**config.mk**
```make
export PLATFORM = sky130hd
export DESIGN_NAME = cpu_seq_ctrl
export DESIGN_NICKNAME = d
export VERILOG_FILES = /design/src/rtl/cpu_seq_ctrl.sv
export SDC_FILE = /design/constraint.sdc
export NUM_CORES = 1
export LEC_CHECK = 0
export BUFFER_PORTS_ARGS = -buffer_cell sky130_fd_sc_hd__buf_4
export CAP_MARGIN = 20
export CORE_MARGIN = 3
export CORE_UTILIZATION = 50
export DETAILED_ROUTE_END_ITERATION = 16
export HOLD_SLACK_MARGIN = 0.05
export PLACE_DENSITY = 0.74
export SLEW_MARGIN = 10
export SYNTH_ARGS = -nofsm -noshare
export SYNTH_HDL_FRONTEND = slang
export SYNTH_SLANG_ARGS = --single-unit
```
**constraint.sdc**
```tcl
create_clock -name clk_i -period 3.64 [get_ports clk_i]
set_input_delay 0.91 -clock clk_i [delete_from_list [all_inputs] [get_ports clk_i]]
set_output_delay 0.91 -clock clk_i [all_outputs]
set_load 0.005 [all_outputs]
```
**src/rtl/cpu_seq_ctrl.sv**
```systemverilog
// rtl/cpu_seq_ctrl.sv - multi-cycle fetch/decode/exec/mem/wb sequencer for mini_cpu
module cpu_seq_ctrl #(
   parameter logic [31:0] RESET_PC    = 32'h0000_0000,
   parameter int unsigned ACK_TIMEOUT = 255
) (
   input  logic        clk_i,
   input  logic        rst_n_i,
   output logic        imem_req_o,
   output logic [31:0] imem_addr_o,
   input  logic        imem_ack_i,
   input  logic [31:0] imem_rdata_i,
   output logic [31:0] ir_o,
   input  logic        branch_i,
   input  logic        mem_read_i,
   input  logic        mem_write_i,
   input  logic        reg_write_i,
   input  logic        valid_inst_i,
   input  logic [1:0]  jump_i,
   input  logic        branch_taken_i,
   input  logic [31:0] target_pc_i,
   output logic        dmem_req_o,
   output logic        dmem_we_o,
   input  logic        dmem_ack_i,
   output logic        rf_we_o,
   output logic [31:0] pc_o,
   output logic [31:0] instret_o,
   output logic        halt_o,
   output logic [1:0]  trap_cause_o
);

   localparam logic [7:0] TIMEOUT = 8'(ACK_TIMEOUT);

   typedef enum logic [2:0] {
      S_BOOT, S_FETCH, S_DECODE, S_EXEC, S_MEM, S_WB, S_TRAP
   } state_e;

   state_e      state_q;
   logic [31:0] pc_q, ir_q, instret_q, tgt_q;
   logic        take_q, imem_req_q, dmem_req_q, dmem_we_q, rf_we_q, halt_q;
   logic [1:0]  cause_q;
   logic [7:0]  wait_q;

   logic        take_d;
   logic [7:0]  wait_d;
   logic [31:0] pc_exec_d, pc_late_d, pc_seq_d;

   assign take_d    = (jump_i != 2'b00) | (branch_i & branch_taken_i);
   assign wait_d    = wait_q + 8'd1;
   assign pc_seq_d  = pc_q + 32'd4;
   // EXEC retires with live ALU values; MEM/WB retire with the ones latched in EXEC
   assign pc_exec_d = take_d ? {target_pc_i[31:1], 1'b0} : pc_seq_d;
   assign pc_late_d = take_q ? {tgt_q[31:1], 1'b0} : pc_seq_d;

   always_ff @(posedge clk_i or negedge rst_n_i) begin
      if (!rst_n_i) begin
         state_q    <= S_BOOT;
         pc_q       <= RESET_PC;
         ir_q       <= 32'h0;
         instret_q  <= 32'h0;
         tgt_q      <= 32'h0;
         take_q     <= 1'b0;
         imem_req_q <= 1'b0;
         dmem_req_q <= 1'b0;
         dmem_we_q  <= 1'b0;
         rf_we_q    <= 1'b0;
         halt_q     <= 1'b0;
         cause_q    <= 2'b00;
         wait_q     <= 8'h0;
      end else begin
         rf_we_q <= 1'b0;
         case (state_q)
            S_BOOT: begin
               imem_req_q <= 1'b1;
               wait_q     <= 8'h0;
               state_q    <= S_FETCH;
            end
            S_FETCH: begin
               if (imem_ack_i) begin
                  ir_q       <= imem_rdata_i;
                  imem_req_q <= 1'b0;
                  wait_q     <= 8'h0;
                  state_q    <= S_DECODE;
               end else if (wait_d == TIMEOUT) begin
                  imem_req_q <= 1'b0;
                  halt_q     <= 1'b1;
                  cause_q    <= 2'b10;
                  wait_q     <= wait_d;
                  state_q    <= S_TRAP;
               end else begin
                  wait_q <= wait_d;
               end
            end
            S_DECODE: begin
               if (!valid_inst_i) begin
                  halt_q  <= 1'b1;
                  cause_q <= 2'b01;
                  state_q <= S_TRAP;
               end else begin
                  state_q <= S_EXEC;
               end
            end
            S_EXEC: begin
               take_q <= take_d;
               tgt_q  <= target_pc_i;
               if (mem_read_i | mem_write_i) begin
                  dmem_req_q <= 1'b1;
                  dmem_we_q  <= mem_write_i;
                  wait_q     <= 8'h0;
                  state_q    <= S_MEM;
               end else if (reg_write_i) begin
                  rf_we_q <= 1'b1;
                  state_q <= S_WB;
               end else begin
                  pc_q       <= pc_exec_d;
                  instret_q  <= instret_q + 32'd1;
                  imem_req_q <= 1'b1;
                  wait_q     <= 8'h0;
                  state_q    <= S_FETCH;
               end
            end
            S_MEM: begin
               if (dmem_ack_i) begin
                  dmem_req_q <= 1'b0;
                  dmem_we_q  <= 1'b0;
                  wait_q     <= 8'h0;
                  if (mem_read_i) begin
                     rf_we_q <= 1'b1;
                     state_q <= S_WB;
                  end else begin
                     pc_q       <= pc_late_d;
                     instret_q  <= instret_q + 32'd1;
                     imem_req_q <= 1'b1;
                     state_q    <= S_FETCH;
                  end
               end else if (wait_d == TIMEOUT) begin
                  dmem_req_q <= 1'b0;
                  dmem_we_q  <= 1'b0;
                  halt_q     <= 1'b1;
                  cause_q    <= 2'b11;
                  wait_q     <= wait_d;
                  state_q    <= S_TRAP;
               end else begin
                  wait_q <= wait_d;
               end
            end
            S_WB: begin
               pc_q       <= pc_late_d;
               instret_q  <= instret_q + 32'd1;
               imem_req_q <= 1'b1;
               wait_q     <= 8'h0;
               state_q    <= S_FETCH;
            end
            default: begin
               // TRAP holds everything until reset
               state_q <= S_TRAP;
            end
         endcase
      end
   end

   assign imem_req_o   = imem_req_q;
   assign imem_addr_o  = pc_q;
   assign ir_o         = ir_q;
   assign dmem_req_o   = dmem_req_q;
   assign dmem_we_o    = dmem_we_q;
   assign rf_we_o      = rf_we_q;
   assign pc_o         = pc_q;
   assign instret_o    = instret_q;
   assign halt_o       = halt_q;
   assign trap_cause_o = cause_q;

endmodule

```
==> results.env, run 1 <==
RUN_STATUS='finished, final reports clean'
TNS_NS=0
NUMBER_OF_GLOBAL_ROUTE_VIAS_BEFORE_REPAIR=6188
CP_MAX_FO=49
RSZ0062_AT_GRT='false'
PLACEDINSTANCEAREA_MM2=0.008870
CORE_AREA_MM2=0.01415
MAX-CLOCK-PATH-BUFFERS=2
YOSYSSEQAREASHARE_PCT=49.14
CLOCK-SKEW-FINAL_NS=0.006696
WORST-ENDPOINT-REQUIRED_NS=3.94
YS_TYPES=60
TIMING.SLEW.HEADROOM_PCT=42.87
DIEAREA_MM2=0.01626
NUMBER_OF_ANTENNA_VIOLATIONS_AT_THE_FIRST_CHECK_IN_GLOBAL_ROUTING=0
DRC_ERRORS=0
FINAL_CORE_OCC_PCT=67.00
NUMCLOCKSINKS=145
REGAREA_MM2=0.003628
CRITICALPATHCATEGORY='reg2reg'
SYNTH_FLOP_CELL='sky130_fd_sc_hd__dfrtp_1'
FINAL_PERIOD_MINUS_WORST_SETUP_SLACK_NS=2.715
SYN_TO_FINAL_GROWTH_PCT=28.40
INITIAL_DRT_MARKERS=612
ANTENNA_CELLS=0
STATIC-LEAKAGE-POWER_nW=4.295
WIRE_PER_INST_UM=18.29
HOLDBUFCOUNTCTS=0
LAYOUT.CELL_AREA.NON_FILLER_MM2=0.009480
NUMBER_OF_REGISTER_BITS_INFERRED_BY_SYNTHESIS=145
POST-CTS-SETUP-BUFFERS=0
CTS_TREE='built'
IR_WORST_VDD_mV=0.4665
SYNTH-WARNING-COUNT=0
WORST_R2R_STARTPOINT='state_q[1]'
CLKLATENCYLATEPIN_NS=0.42
PORTBUFFERS=207
GLOBAL_ROUTE.OVERFLOW_TOTAL=0
GR-USAGE-ALL-LAYERS_PCT=23.74
MIN_PATH_TYPE='in2async'
POST-LAYOUT-TOTAL-POWER_W=0.007535
PLACE_CONGESTION=0.8789
WORST_SLEW_PIN_SLEW_NS=0.8570
SETUP.WORST_PATH.START_CLASS='flop'
TRITONCTS.NUM_BUFFERS=17
MAX_CLOCK_FREQ_MHz=368.3
IOPINCOUNT=211
NNETSFINAL=949
CLKSLEWWORSTSETUPHOLDPATHS_NS=0.06
R2R_SLACK_NS=0.93
REG2REG_TO='imem_addr_o[12]'
ROUTE.VIAS.TOTAL=6359
N_FILL_CELL=1076
SLEW_VIOLATIONS=0
NUMBER_OF_FAILING_SETUP_ENDPOINTS_IN_THE_FINAL_TIMING_REPORT=0
SYN_AREA_PER_CELL_UM2=10.49
SYNTHCELLS=704
DIE_WIDTH_UM=127.5
CTS-ROOT-BUF='sky130_fd_sc_hd__clkbuf_16'
END_KIND='flop'
GRT_MAX_DEGREE=75
FIRST_PASS_GRT_WIRE_LENGTH_UM=31170
SYNTH_ASYNC_SR_FLOP_SHARE_PCT=100.0
MAPPEDNETLISTAREA_MM2=0.007383
DRT_PASS1_ITERATIONS=5
EFFECTIVE_UTILIZATION_AT_FLOORPLAN_PCT=52.18
PWR_DENSITY_CELL_mW_PER_MM2=794.9
REG2REGPATHDEPTH=5
HTREE_LEVELS=4
TOTALWIRELENGTH_UM=19420
CRITPATHARRIVALTIME_NS=3.02
HPWLAFTERDP_UM=13870
POST_ROUTE_CELLS_DRIVE_ABOVE_1_SHARE_PCT=36.28
MULTI_INPUT_COMB_AREA_MM2=0.003311
DRV.MAX_CAP_VIOLATION_COUNT=0
SYNTH_EDF_COUNT=0
POST_CTS.RESIZED_INSTANCES=0
AVGVIACOUNTPERCELL=5.988
PLACEMENTROWS=43
ROUTE.ANTENNA.REMAINING_NETS=0
TIMING.FINAL.CRIT_SHARE_PCT=74.59
DIE_H_UM=127.5
FINAL_HOLD_VIOL_COUNT=0
## final cells by class
type                    instances  share of cell area (%)
flip-flops and latches        145                   38.27
inverters                      12                  0.4751
well taps                     180                   2.376
clock buffers                  18                   4.527
clock inverters                14                   1.914
multi-input cells             474                   34.92
repair buffers                219                   17.51
## routing by layer
layer / vias up / track usage (%) / wire length (um)
met5: - / 0 / 0
met4: 0 / 7.950 / 326
met3: 32 / 5.978 / 1757
met2: 306 / 40.11 / 9828
met1: 3102 / 29.87 / 7507
li1: 2919 / - / -
## cell families (layout without fill, tap and decap cells)
family                     after synthesis  in the layout  synth area share (%)
adders and majority gates                4              4                0.6779
buffers and inverters                   86            263                 6.118
muxes                                   67             67                 10.18
xor gates and xnor gates                32             32                 3.796
DFF                                    145            145                 49.14
other                                    1              2               0.05079
AOI/OAI and AO/OA                      180            180                 16.42
and+or+nand+nor                        189            189                 13.61
## worst max-delay path: stages (launching register included)
cell,delay (ns)
sky130_fd_sc_hd__dfrtp_1,0.62
sky130_fd_sc_hd__nand2b_1,0.47
sky130_fd_sc_hd__o41a_1,0.37
sky130_fd_sc_hd__or2_2,0.73
sky130_fd_sc_hd__nor2_1,0.15
sky130_fd_sc_hd__o22a_1,0.24
## report_power, final
group          switching (W)  total, W  internal [W]
clock               0.000710   0.00180       0.00109
sequential          0.000620   0.00284       0.00222
combinational        0.00130   0.00290       0.00159
## worst max-delay path by stage
stage	startpoint	to	slack (ns)	cells past startpoint
6_report	state_q[1]	imem_addr_o[12]	0.93	5
5_1_grt	state_q[1]	imem_addr_o[12]	0.76	5
4_1_cts	state_q[1]	imem_addr_o[12]	0.97	5
3_5_place_dp	mem_read_i	instret_o[30]	0.79	5
3_3_place_gp	mem_read_i	instret_o[31]	0.83	5
2_1_floorplan	mem_write_i	instret_o[28]	1.13	5
## Yosys cell counts (3+ instances only)
library cell | number | area share, %
sky130_fd_sc_hd__o2bb2ai_1 | 5 | 0.59
sky130_fd_sc_hd__ha_1 | 4 | 0.68
sky130_fd_sc_hd__a22o_1 | 8 | 0.95
sky130_fd_sc_hd__a21oi_1 | 24 | 1.6
sky130_fd_sc_hd__buf_4 | 33 | 3.4
sky130_fd_sc_hd__nand2_1 | 39 | 2.0
sky130_fd_sc_hd__nor4_1 | 7 | 0.59
sky130_fd_sc_hd__o22ai_1 | 8 | 0.68
sky130_fd_sc_hd__inv_1 | 12 | 0.61
sky130_fd_sc_hd__and3_1 | 14 | 1.2
sky130_fd_sc_hd__and4_1 | 12 | 1.4
sky130_fd_sc_hd__o221ai_1 | 4 | 0.47
sky130_fd_sc_hd__dfrtp_1 | 145 | 49
sky130_fd_sc_hd__a222oi_1 | 5 | 0.68
sky130_fd_sc_hd__nor2b_1 | 3 | 0.25
sky130_fd_sc_hd__o31a_1 | 4 | 0.47
sky130_fd_sc_hd__o21a_1 | 3 | 0.31
sky130_fd_sc_hd__o22a_1 | 7 | 0.83
sky130_fd_sc_hd__o21ai_0 | 54 | 3.7
sky130_fd_sc_hd__nand2b_1 | 5 | 0.42
sky130_fd_sc_hd__buf_2 | 4 | 0.27
sky130_fd_sc_hd__o31ai_1 | 5 | 0.51
sky130_fd_sc_hd__and2_1 | 5 | 0.42
sky130_fd_sc_hd__nand3b_1 | 3 | 0.31
sky130_fd_sc_hd__xnor2_1 | 23 | 2.7
sky130_fd_sc_hd__o41ai_1 | 3 | 0.36
sky130_fd_sc_hd__mux2_2 | 65 | 9.9
sky130_fd_sc_hd__o211ai_1 | 3 | 0.31
sky130_fd_sc_hd__a31oi_1 | 15 | 1.3
sky130_fd_sc_hd__xor2_1 | 9 | 1.1
sky130_fd_sc_hd__clkbuf_1 | 34 | 1.7
sky130_fd_sc_hd__a22oi_1 | 10 | 1.0
sky130_fd_sc_hd__nor3_1 | 11 | 0.75
sky130_fd_sc_hd__nor2_1 | 37 | 1.9
sky130_fd_sc_hd__nand4_1 | 18 | 1.5
sky130_fd_sc_hd__nand3_1 | 25 | 1.7
sky130_fd_sc_hd__buf_1 | 3 | 0.15
sky130_fd_sc_hd__a41oi_1 | 6 | 0.71
## cells in the final DEF, fill, tap and decap left out, types with 5 or more instances in the layout
cell type,instances
sky130_fd_sc_hd__buf_4,217
sky130_fd_sc_hd__dfrtp_1,145
sky130_fd_sc_hd__mux2_2,65
sky130_fd_sc_hd__o21ai_0,54
sky130_fd_sc_hd__nand2_1,39
sky130_fd_sc_hd__nor2_1,37
sky130_fd_sc_hd__nand3_1,25
sky130_fd_sc_hd__a21oi_1,24
sky130_fd_sc_hd__xnor2_1,23
sky130_fd_sc_hd__nand4_1,18
sky130_fd_sc_hd__clkbuf_16,17
sky130_fd_sc_hd__a31oi_1,15
sky130_fd_sc_hd__and3_1,14
sky130_fd_sc_hd__inv_1,12
sky130_fd_sc_hd__and4_1,12
sky130_fd_sc_hd__nor3_1,11
sky130_fd_sc_hd__a22oi_1,10
sky130_fd_sc_hd__xor2_1,9
sky130_fd_sc_hd__a22o_1,8
sky130_fd_sc_hd__o22ai_1,8
sky130_fd_sc_hd__nor4_1,7
sky130_fd_sc_hd__o22a_1,7
sky130_fd_sc_hd__a41oi_1,6
sky130_fd_sc_hd__and2_1,5
sky130_fd_sc_hd__nand2b_1,5
sky130_fd_sc_hd__o2bb2ai_1,5
sky130_fd_sc_hd__a222oi_1,5
sky130_fd_sc_hd__o31ai_1,5
## stage by stage
stage / setup slack (ns) / hold slack, ns / cells
after CTS: 0.9678 / 0.4335 / 1062
final: 0.9250 / 0.4176 / 1062
after floorplan: 1.129 / 0.4647 / 705
after detailed placement: 0.7881 / 0.4675 / 1030
after global routing: 0.7644 / 0.4474 / 1062
after global placement: 0.8291 / 0.4647 / 1030
## registers in the layout (all words and copies together), names as in the netlist
| name | cells |
|---|---|
| instret_o | 32 |
| ir_o | 32 |
| imem_addr_o | 31 |
| tgt_q | 31 |
| wait_q | 8 |
| state_q | 3 |
| trap_cause_o | 2 |
| dmem_req_o | 1 |
| dmem_we_o | 1 |
| halt_o | 1 |
| imem_req_o | 1 |
| rf_we_o | 1 |
| take_q | 1 |
Power figures use the tool's default switching activity.
==> inputs of run 2 (changes only) <==
==> constraint.sdc (replaced) <==
create_clock -name clk_i -period 2.5 [get_ports clk_i]
set_input_delay 0.625 -clock clk_i [delete_from_list [all_inputs] [get_ports clk_i]]
set_output_delay 0.625 -clock clk_i [all_outputs]
set_load 0.005 [all_outputs]
==> run 2 against run 1 <==
  * Die area stayed put
  * First-iteration DRC count grew 8.2%
  * Largest power group unchanged
  * Clock power increased by 42%
  * Highest routed layer unchanged
  * Count of clock-buffer cells in the layout grew 1
  * Design area is 1.4% higher
==> results.env, run 2 (synthesis results as in run 1) <==
FINAL-INSTANCE-COUNT-EXCL-FILL=1078  # was 1062
MAX-CLOCK-PATH-BUFFERS=2  # unchanged
END_KIND='flop'  # unchanged
TIMING.FINAL.CRIT_SHARE_PCT=93.40  # was 74.59%
CRITICALPATHCATEGORY='reg2reg'  # unchanged
TRITONCTS.NUM_BUFFERS=17  # unchanged
TOTALWIRELENGTH_UM=19490  # was 19420 um
PART_OF_THE_TOTAL_POWER_DISSIPATED_IN_COMBINATIONAL_LOGIC_PCT=39.9  # was 38.4%
CTS_TREE='built'  # unchanged
GLOBAL_ROUTE.USAGE.MET2_PCT=37.97  # was 40.11%
PLACE_CONGESTION=0.8602  # was 0.8789
FIRST_PASS_GRT_WIRE_LENGTH_UM=31140  # was 31170 um
FINAL_CORE_OCC_PCT=67.91  # was 67.00%
GLOBAL_ROUTE.OVERFLOW_TOTAL=0  # unchanged
ROUTE.ANTENNA.REMAINING_NETS=0  # unchanged
SETUP_SLACK_NS=0.1650  # was 0.9250 ns
WIRE_PER_INST_UM=18.08  # was 18.29 um
AVGVIACOUNTPERCELL=5.896  # was 5.988
MIN_PATH_TYPE='in2async'  # unchanged
RUN_STATUS='finished, final reports clean'  # unchanged
CLOCK-SKEW-FINAL_NS=0.006061  # was 0.006696 ns
FINAL_PERIOD_MINUS_WORST_SETUP_SLACK_NS=2.335  # was 2.715 ns
HPWLAFTERDP_UM=14020  # was 13870 um
PLACE.DETAILED.INSTANCES=1046  # was 1030
CP_MAX_FO=7  # was 49
MOSTFREQUENTLAYOUTCELL='sky130_fd_sc_hd__buf_4'  # unchanged
IOPINCOUNT=211  # unchanged
PWR-SHARE-SEQ_PCT=36.9  # was 37.7%
SLEW_VIOLATIONS=0  # unchanged
WORST_SLEW_PIN_SLEW_NS=0.6080  # was 0.8570 ns
DRV.MAX_CAP_VIOLATION_COUNT=0  # unchanged
MULTI_INPUT_COMB_AREA_MM2=0.003311  # unchanged
DRC_ERRORS=0  # unchanged
N_FILL_CELL=1095  # was 1076
SETUP.WORST_PATH.START_CLASS='flop'  # unchanged
HTREE_LEVELS=4  # unchanged
REGAREA_MM2=0.003628  # unchanged
RSZ0062_AT_GRT='false'  # unchanged
FINAL_HOLD_VIOL_COUNT=0  # unchanged
SWITCHING_SHARE_PCT=34.88  # was 34.93%
PWR-SHARE-CLK_PCT=23.1  # was 23.9%
CLKLATENCYLATEPIN_NS=0.42  # about the same
DRT_PASS1_ITERATIONS=5  # unchanged
IR_WORST_VDD_mV=0.6520  # was 0.4665 mV
STATIC-LEAKAGE-POWER_nW=4.378  # was 4.295 nW
NUMBER_OF_ANTENNA_VIOLATIONS_AT_THE_FIRST_CHECK_IN_GLOBAL_ROUTING=0  # unchanged
PLACEMENT.SETUP.WORST_SLACK_NS=-0.06857  # was 0.7881 ns
TNS_NS=0  # unchanged
GRT_UTIL_MET1_PCT=31.10  # was 29.87%
PWR_DENSITY_CELL_mW_PER_MM2=1148  # was 794.9 mW/mm2
ANTENNA_CELLS=0  # unchanged
CTS-ROOT-BUF='sky130_fd_sc_hd__clkbuf_16'  # unchanged
NNETSFINAL=965  # was 949
HOLDBUFCOUNTCTS=0  # unchanged
POST_ROUTE_CELLS_DRIVE_ABOVE_1_SHARE_PCT=37.42  # was 36.28%
DIE_WIDTH_UM=127.5  # unchanged
NET_LOAD_SWITCHING_POWER_W=0.003848  # was 0.002632 W
POST-CTS-SETUP-BUFFERS=0  # unchanged
TIMING.SLEW.HEADROOM_PCT=59.04  # was 42.87%
DIE_H_UM=127.5  # unchanged
GRT_BUSIEST_LAYER='met2'  # unchanged
CLKSLEWWORSTSETUPHOLDPATHS_NS=0.06  # about the same
GR-USAGE-ALL-LAYERS_PCT=23.63  # was 23.74%
SYN_TO_FINAL_GROWTH_PCT=30.15  # was 28.40%
NUMBER_OF_GLOBAL_ROUTE_VIAS_BEFORE_REPAIR=6218  # was 6188
CRITPATHARRIVALTIME_NS=2.66  # was 3.02 ns
GRT_MAX_DEGREE=52  # was 75
INTPOWER_W=0.007183  # was 0.004903 W
MET3_USAGE_PCT=6.229  # was 5.978%
ROUTE.VIAS.TOTAL=6356  # was 6359
CORE_AREA_MM2=0.01415  # unchanged
FINAL_CELL_MIX='sky130_fd_sc_hd__buf_4 (231), sky130_fd_sc_hd__dfrtp_1 (145), sky130_fd_sc_hd__mux2_2 (65)'  # was sky130_fd_sc_hd__buf_4 (217), sky130_fd_sc_hd__dfrtp_1 (145), sky130_fd_sc_hd__mux2_2 (65)
POST_CTS.RESIZED_INSTANCES=0  # unchanged
NUMCLOCKSINKS=145  # unchanged
NUMBER_OF_FAILING_SETUP_ENDPOINTS_IN_THE_FINAL_TIMING_REPORT=0  # unchanged
PLACEMENTROWS=43  # unchanged
POST-LAYOUT-TOTAL-POWER_W=0.01103  # was 0.007535 W
WORST-ENDPOINT-REQUIRED_NS=2.83  # was 3.94 ns
MAX_CLOCK_FREQ_MHz=428.3  # was 368.3 MHz
EFFECTIVE_UTILIZATION_AT_FLOORPLAN_PCT=52.18  # unchanged
DIEAREA_MM2=0.01626  # unchanged
PORTBUFFERS=207  # unchanged
INITIAL_DRT_MARKERS=662  # was 612
-- run 2: changes by cell type in the layout (fill, tap and decap cells not counted), sizes merged --
cell    previous run  this run
bufinv             3         2
inv               15        16
clkbuf            18        19
buf              219       235
clkinv             5         4
-- run 2: final timing paths --
kind	slack, ns	depth (start not counted)	end	from
setup / recovery	0.17	5	instret_o[28]	state_q[1]
hold / removal	0.16	1	tgt_q[10]	rst_n_i
setup reg to reg	0.17	5	instret_o[28]	state_q[1]
hold reg to reg	0.48	1	halt_o	halt_o
max in group asynchronous	1.56	2	ir_o[19]	rst_n_i
min in group clk_i	0.43	2	ir_o[0]	imem_rdata_i[0]
-- run 2: layout make-up --
cell class | count | share of cell area [%]
Sequential cell | 145 | 37.76
Multi-Input combinational cell | 474 | 34.45
Timing Repair Buffer | 235 | 18.79
Clock buffer | 19 | 4.609
Tap cell | 180 | 2.344
Clock inverter | 13 | 1.576
Inverter | 12 | 0.4687
-- run 2: layer usage --
layer | part of all wire (%) | vias up | routed length (um)
li1 | - | 2940 | -
met4 | 1.7 | 0 | 325
met5 | 0 | - | 0
met2 | 49 | 284 | 9463
met3 | 8.3 | 29 | 1616
met1 | 41 | 3103 | 8087
-- run 2: stage by stage --
stage | hold slack [ns] | area [um2]
after global placement | 0.4709 | 9015
after global routing | 0.1904 | 9609
after floorplan | 0.3294 | 7387
after CTS | 0.1646 | 9609
final | 0.1599 | 9609
after detailed placement | 0.4690 | 9015
-- run 2: critical path: stages, from the launching register on --
cell,delay (ns)
sky130_fd_sc_hd__dfrtp_1,0.50
sky130_fd_sc_hd__nand2b_4,0.10
sky130_fd_sc_hd__o41a_1,0.40
sky130_fd_sc_hd__or4b_1,0.68
sky130_fd_sc_hd__nor4_1,0.35
sky130_fd_sc_hd__xor2_1,0.21
-- run 2: power by group through the flow --
stage	combinational [W]	sequential [W]	clock, W
2_1_floorplan	0.00265	0.00391	0
3_3_place_gp	0.00430	0.00402	0
3_5_place_dp	0.00442	0.00408	0
4_1_cts	0.00444	0.00406	0.00258
5_1_grt	0.00482	0.00420	0.00268
6_report	0.00441	0.00407	0.00255
